$ cat src/rtl/mem_port_arbiter.sv
// ---------------------------------------------------------------------------
// mem_port_arbiter
//
// Shares one memory port (port B of a block RAM) between the CPU data port
// and the program loader. One access is in flight at a time and is carried
// through a three-state FSM:
//
//   IDLE   : nothing in flight; arbitrate incoming requests.
//   ACCESS : memory signals driven for one cycle; read data captured at the
//            end of the cycle.
//   RESP   : owner's rvalid pulses; a pending request may be accepted in the
//            same cycle, giving back-to-back accesses every two cycles.
//
// Ties are broken round-robin using a "loader was granted last" flag, which
// resets to 1 so that the CPU wins the first tie.
//
// Loader accesses whose upper address half equals MMIO_HI are rejected: the
// loader is still granted, the memory write enable is suppressed, and the
// response carries ldr_err=1 with rdata=0. CPU accesses are never filtered.
//
// Every output is driven straight from a register.
//
// Ports
//   clk, reset                    clock, synchronous active-high reset
//   cpu_req/we/addr/wdata         CPU request (held until cpu_gnt)
//   cpu_gnt, cpu_rvalid           CPU accept / response pulses
//   ldr_req/we/addr/wdata         loader request (held until ldr_gnt)
//   ldr_gnt, ldr_rvalid, ldr_err  loader accept / response / reject pulses
//   rdata                         response data, shared by both requesters
//   mem_addr/wdata/we             memory port B request
//   mem_rdata                     memory port B read data
//   busy                          1 whenever the FSM is not in IDLE
// ---------------------------------------------------------------------------
module mem_port_arbiter #(
    parameter int          DATA_W  = 32,
    parameter logic [15:0] MMIO_HI = 16'hffff
) (
    input  logic              clk,
    input  logic              reset,

    input  logic              cpu_req,
    input  logic              cpu_we,
    input  logic [DATA_W-1:0] cpu_addr,
    input  logic [DATA_W-1:0] cpu_wdata,
    output logic              cpu_gnt,
    output logic              cpu_rvalid,

    input  logic              ldr_req,
    input  logic              ldr_we,
    input  logic [DATA_W-1:0] ldr_addr,
    input  logic [DATA_W-1:0] ldr_wdata,
    output logic              ldr_gnt,
    output logic              ldr_rvalid,
    output logic              ldr_err,

    output logic [DATA_W-1:0] rdata,

    output logic [DATA_W-1:0] mem_addr,
    output logic [DATA_W-1:0] mem_wdata,
    output logic              mem_we,
    input  logic [DATA_W-1:0] mem_rdata,

    output logic              busy
);

    typedef enum logic [1:0] {
        ST_IDLE   = 2'd0,
        ST_ACCESS = 2'd1,
        ST_RESP   = 2'd2
    } state_t;

    // -----------------------------------------------------------------------
    // State and output registers
    // -----------------------------------------------------------------------
    state_t            r_state;
    logic              r_last_ldr;   // 1: loader received the most recent grant
    logic              r_owner_ldr;  // owner of the access in flight
    logic              r_reject;     // access in flight is a rejected loader MMIO access
    logic              r_cpu_gnt;
    logic              r_ldr_gnt;
    logic              r_cpu_rvalid;
    logic              r_ldr_rvalid;
    logic              r_ldr_err;
    logic [DATA_W-1:0] r_rdata;
    logic [DATA_W-1:0] r_mem_addr;
    logic [DATA_W-1:0] r_mem_wdata;
    logic              r_mem_we;
    logic              r_busy;

    // -----------------------------------------------------------------------
    // Next-state values
    // -----------------------------------------------------------------------
    state_t            w_state_next;
    logic              w_last_ldr_next;
    logic              w_owner_ldr_next;
    logic              w_reject_next;
    logic              w_cpu_gnt_next;
    logic              w_ldr_gnt_next;
    logic              w_cpu_rvalid_next;
    logic              w_ldr_rvalid_next;
    logic              w_ldr_err_next;
    logic [DATA_W-1:0] w_rdata_next;
    logic [DATA_W-1:0] w_mem_addr_next;
    logic [DATA_W-1:0] w_mem_wdata_next;
    logic              w_mem_we_next;
    logic              w_busy_next;

    // -----------------------------------------------------------------------
    // Arbitration helpers
    // -----------------------------------------------------------------------
    logic w_any_req;
    logic w_pick_ldr;
    logic w_ldr_mmio;

    assign w_any_req  = cpu_req | ldr_req;
    // Loader wins when it is alone, or when both request and the CPU was
    // granted last.
    assign w_pick_ldr = ldr_req & (~cpu_req | ~r_last_ldr);
    assign w_ldr_mmio = (ldr_addr[DATA_W-1 -: 16] == MMIO_HI);

    // -----------------------------------------------------------------------
    // Next-state and output logic
    // -----------------------------------------------------------------------
    always_comb begin
        // Pulses default low; held values default to their current contents.
        w_state_next      = r_state;
        w_last_ldr_next   = r_last_ldr;
        w_owner_ldr_next  = r_owner_ldr;
        w_reject_next     = r_reject;
        w_cpu_gnt_next    = 1'b0;
        w_ldr_gnt_next    = 1'b0;
        w_cpu_rvalid_next = 1'b0;
        w_ldr_rvalid_next = 1'b0;
        w_ldr_err_next    = 1'b0;
        w_rdata_next      = r_rdata;
        w_mem_addr_next   = r_mem_addr;
        w_mem_wdata_next  = r_mem_wdata;
        w_mem_we_next     = 1'b0;

        case (r_state)
            ST_ACCESS: begin
                // Memory has seen the request for a full cycle; latch its
                // answer. Rejected loader accesses return zero instead.
                w_rdata_next      = r_reject ? '0 : mem_rdata;
                w_cpu_rvalid_next = ~r_owner_ldr;
                w_ldr_rvalid_next = r_owner_ldr;
                w_ldr_err_next    = r_reject;
                w_state_next      = ST_RESP;
            end

            ST_IDLE, ST_RESP: begin
                if (w_any_req) begin
                    w_state_next     = ST_ACCESS;
                    w_owner_ldr_next = w_pick_ldr;
                    w_last_ldr_next  = w_pick_ldr;
                    w_cpu_gnt_next   = ~w_pick_ldr;
                    w_ldr_gnt_next   = w_pick_ldr;
                    w_reject_next    = w_pick_ldr & w_ldr_mmio;
                    if (w_pick_ldr) begin
                        w_mem_addr_next  = ldr_addr;
                        w_mem_wdata_next = ldr_wdata;
                        w_mem_we_next    = ldr_we & ~w_ldr_mmio;
                    end else begin
                        w_mem_addr_next  = cpu_addr;
                        w_mem_wdata_next = cpu_wdata;
                        w_mem_we_next    = cpu_we;
                    end
                end else begin
                    w_state_next = ST_IDLE;
                end
            end

            default: begin
                w_state_next = ST_IDLE;
            end
        endcase

        // busy is registered alongside the state so it lines up with it.
        w_busy_next = (w_state_next != ST_IDLE);
    end

    // -----------------------------------------------------------------------
    // Registers
    // -----------------------------------------------------------------------
    always_ff @(posedge clk) begin
        if (reset) begin
            // Aborts any access in flight: no response is ever issued for it.
            r_state      <= ST_IDLE;
            r_last_ldr   <= 1'b1;
            r_owner_ldr  <= 1'b0;
            r_reject     <= 1'b0;
            r_cpu_gnt    <= 1'b0;
            r_ldr_gnt    <= 1'b0;
            r_cpu_rvalid <= 1'b0;
            r_ldr_rvalid <= 1'b0;
            r_ldr_err    <= 1'b0;
            r_rdata      <= '0;
            r_mem_addr   <= '0;
            r_mem_wdata  <= '0;
            r_mem_we     <= 1'b0;
            r_busy       <= 1'b0;
        end else begin
            r_state      <= w_state_next;
            r_last_ldr   <= w_last_ldr_next;
            r_owner_ldr  <= w_owner_ldr_next;
            r_reject     <= w_reject_next;
            r_cpu_gnt    <= w_cpu_gnt_next;
            r_ldr_gnt    <= w_ldr_gnt_next;
            r_cpu_rvalid <= w_cpu_rvalid_next;
            r_ldr_rvalid <= w_ldr_rvalid_next;
            r_ldr_err    <= w_ldr_err_next;
            r_rdata      <= w_rdata_next;
            r_mem_addr   <= w_mem_addr_next;
            r_mem_wdata  <= w_mem_wdata_next;
            r_mem_we     <= w_mem_we_next;
            r_busy       <= w_busy_next;
        end
    end

    // -----------------------------------------------------------------------
    // Outputs
    // -----------------------------------------------------------------------
    assign cpu_gnt    = r_cpu_gnt;
    assign cpu_rvalid = r_cpu_rvalid;
    assign ldr_gnt    = r_ldr_gnt;
    assign ldr_rvalid = r_ldr_rvalid;
    assign ldr_err    = r_ldr_err;
    assign rdata      = r_rdata;
    assign mem_addr   = r_mem_addr;
    assign mem_wdata  = r_mem_wdata;
    assign mem_we     = r_mem_we;
    assign busy       = r_busy;

endmodule

$ cat config.mk
export PLATFORM = sky130hd
export DESIGN_NAME = mem_port_arbiter
export DESIGN_NICKNAME = d
export VERILOG_FILES = /design/src/rtl/mem_port_arbiter.sv
export SDC_FILE = /design/constraint.sdc
export NUM_CORES = 1
export LEC_CHECK = 0
export ABC_AREA = 1
export CAP_MARGIN = 10
export CORE_MARGIN = 2
export CORE_UTILIZATION = 35
export CTS_BUF_LIST = sky130_fd_sc_hd__clkbuf_16
export CTS_CLUSTER_SIZE = 10
export DETAILED_ROUTE_END_ITERATION = 12
export PLACE_DENSITY = 0.87
export SYNTH_ARGS = -nofsm -noshare
export SYNTH_HDL_FRONTEND = slang
export SYNTH_SLANG_ARGS = --single-unit
export TNS_END_PERCENT = 10
$ cat constraint.sdc
create_clock -name clk -period 3.15 [get_ports clk]
set_clock_uncertainty 0.15 [all_clocks]
set_input_delay 0.63 -clock clk [delete_from_list [all_inputs] [get_ports clk]]
set_output_delay 0.63 -clock clk [all_outputs]
set_load 0.01 [all_outputs]
==> metrics.txt <==
initial antenna violation count=1; worst setup margin=1020 ps; worst skew pair latency=340 ps; Commonest cells post-synth=180 x nand2_1, 108 x dfxtp_1, 71 x o21ai_0; Synth async-reset ratio=0%; Place WS=682 ps; Crit. End Element=flip-flop; Pwr Density=478 mW/mm^2; Synthesis Warnings=0; Hold Path Depth=2; Synth Net Count=724; Crit Path Category=reg2reg; setup TNS=0 ps; Vias=4768; mean post-synth cell area=7.73 sq um; CP max stage cell=or2_2; top_reg_cell synth=dfxtp_1; sequential area share after synthesis=50.1%; hold_buf cts=0; Final min period=2130 ps; Final nets=962; overall fraction of global-route tracks in use=20.8%; H-tree levels=3; register bit total from synthesis=108; die width=115 microns; Yosys cell types=15; Congestion Overflow GR=0; Std-Cell Rows=40; CP Max Fanout=33; wire length per cell=14.9 microns; largest net degree at the start of global routing=130; CP startpoint kind=flip-flop; Reg clk slew, reported paths=70 ps; Yosys top cell by area=dfxtp_1; Area Overhead vs Synth=71.0%; Via density=5.02; area of the multi-input gates=0.00191 sq mm; period utilization=67.6%; # fillers=1043; first-pass GRT wire length=21800 microns; Root Driver=clkbuf_16; Seq. cell area=0.00216 sq mm; hpwl dp=10300 microns; Num CTS Buffers=9; synthesized cell area=0.00431 sq mm; total power=3.53 mW; Pre-Repair DR Iteration Count=4; residual DRC count=0; top-count cell post-synth=nand2_1; P_leak=2.91 nW; Worst Tran Pin Value=977 ps; Post CTS Setup Buffer Count=0; share of the synthesized area in the top cell type=50.1%; CP peak stage delay=460 ps; RSZ-0062 raised after global routing=false; IO buf count=268; Synth area leaders=dfxtp_1 50%, nand2_1 16%, a31oi_1 9.3%; Final Setup Violations=0; Syn Inst Count=558; path type of the worst min-delay path=reg2reg; Reg2Reg Depth=6; WL final=14100 microns; CTS tree=done; Worst slew margin=34.8%; Initial Util=35.9%; max-slew violation count=0; status=completed; Antenna Nets Post-Route=0; worst path required time=3260 ps; final hold violation count=0; die area=0.0132 sq mm; Max Root-Sink Buffers=2; RD Place Congestion=0.799; share of cells above drive strength 1=6.74%; Worst Path Arrival=2240 ps; Post-synth EDFFs=0; CTS sink cnt=108; VDD IR max=0.000372 V; FMAX=0.470 GHz; CTS-repair resized insts=0; die height=115 microns; Core ar.=0.0120 sq mm; # IOs=269; vias in the first global route=4478; crit-path most repeated cell=buf_4; CP cell instances=inv_1, or2_1, buf_4, or2_2, buf_4, o21ai_0; max cap viols=0; Initial DRC Count=428
## cell type report
class	instances	area share [%]
inverter	9	0.458
multi-input combinational	392	25.9
timing repair buffer	276	37.7
antenna	1	0.0339
sequential	108	29.3
tap	147	2.49
clock inverter	7	1.12
clock buffer	9	3.05
## layout by cell type, fill, tap and decap left out, drive strengths merged, types with 2 or more instances in the layout
| master | instances |
|---|---|
| buf | 8 |
| nand3 | 34 |
| inv | 13 |
| nand2 | 180 |
| clkdlybuf4s50 | 268 |
| a21oi | 2 |
| o21ai | 96 |
| or2 | 2 |
| dfxtp | 108 |
| a31oi | 64 |
| clkbuf | 9 |
| nor2 | 13 |
## worst max-delay path: cells and delay by family, from the launching register on
kind                   cells  cell delay [ps]
AO/OA/AOI/OAI              1              200
flip-flops                 1              440
buffers and inverters      3              590
AND/OR/NAND/NOR            2              660
## cell families (layout without fill, tap and decap cells)
logic type             after synthesis  after routing  share of synthesized area, %
other                                0              1                             0
AO/OA/AOI/OAI                      162            162                          22.8
flip-flops                         108            108                          50.1
buffers and inverters               58            301                          5.89
AND/OR/NAND/NOR                    230            230                          21.2
## worst paths after layout
path / startpoint / to / slack [ps]
max: r_state[0] / rdata[11] / 1020
min: r_reject / r_reject / 320
max reg2reg: r_state[0] / rdata[11] / 1020
min reg2reg: r_reject / r_reject / 320
## registers in the layout, indices dropped and copies added (netlist names)
| register | cells |
|---|---|
| r_last_ldr | 1 |
| busy | 1 |
| r_state | 2 |
| mem_we | 1 |
| cpu_rvalid | 1 |
| r_reject | 1 |
| r_owner_ldr | 1 |
| mem_wdata | 32 |
| ldr_gnt | 1 |
| mem_addr | 32 |
| ldr_err | 1 |
| ldr_rvalid | 1 |
| rdata | 32 |
| cpu_gnt | 1 |
## power breakdown
| part | internal [mW] | switching [mW] |
|---|---|---|
| sequential | 1.48 | 0.0587 |
| clock | 0.633 | 0.547 |
| combinational | 0.461 | 0.346 |
## metrics by stage
step | hold slack [ps] | instance area (sq um) | util (%) | std cells
after floorplan | 263 | 4310 | - | 558
after global placement | 297 | 7070 | 58.8 | 932
after detailed placement | 309 | 7070 | 58.8 | 932
after CTS | 320 | 7380 | 61.4 | 948
after global routing | 346 | 7380 | 61.4 | 948
final | 316 | 7380 | 61.4 | 949
## metal layers
metal  part of all wire [%]  vias to the layer above  track usage (%)
li1                       -                     2379                -
met1                     41                     2170             24.4
met2                     48                      192             35.5
met3                    8.6                       25             6.80
met4                    2.4                        2             7.87
met5                  0.092                        -                0
(Power assumes the default switching activity.)
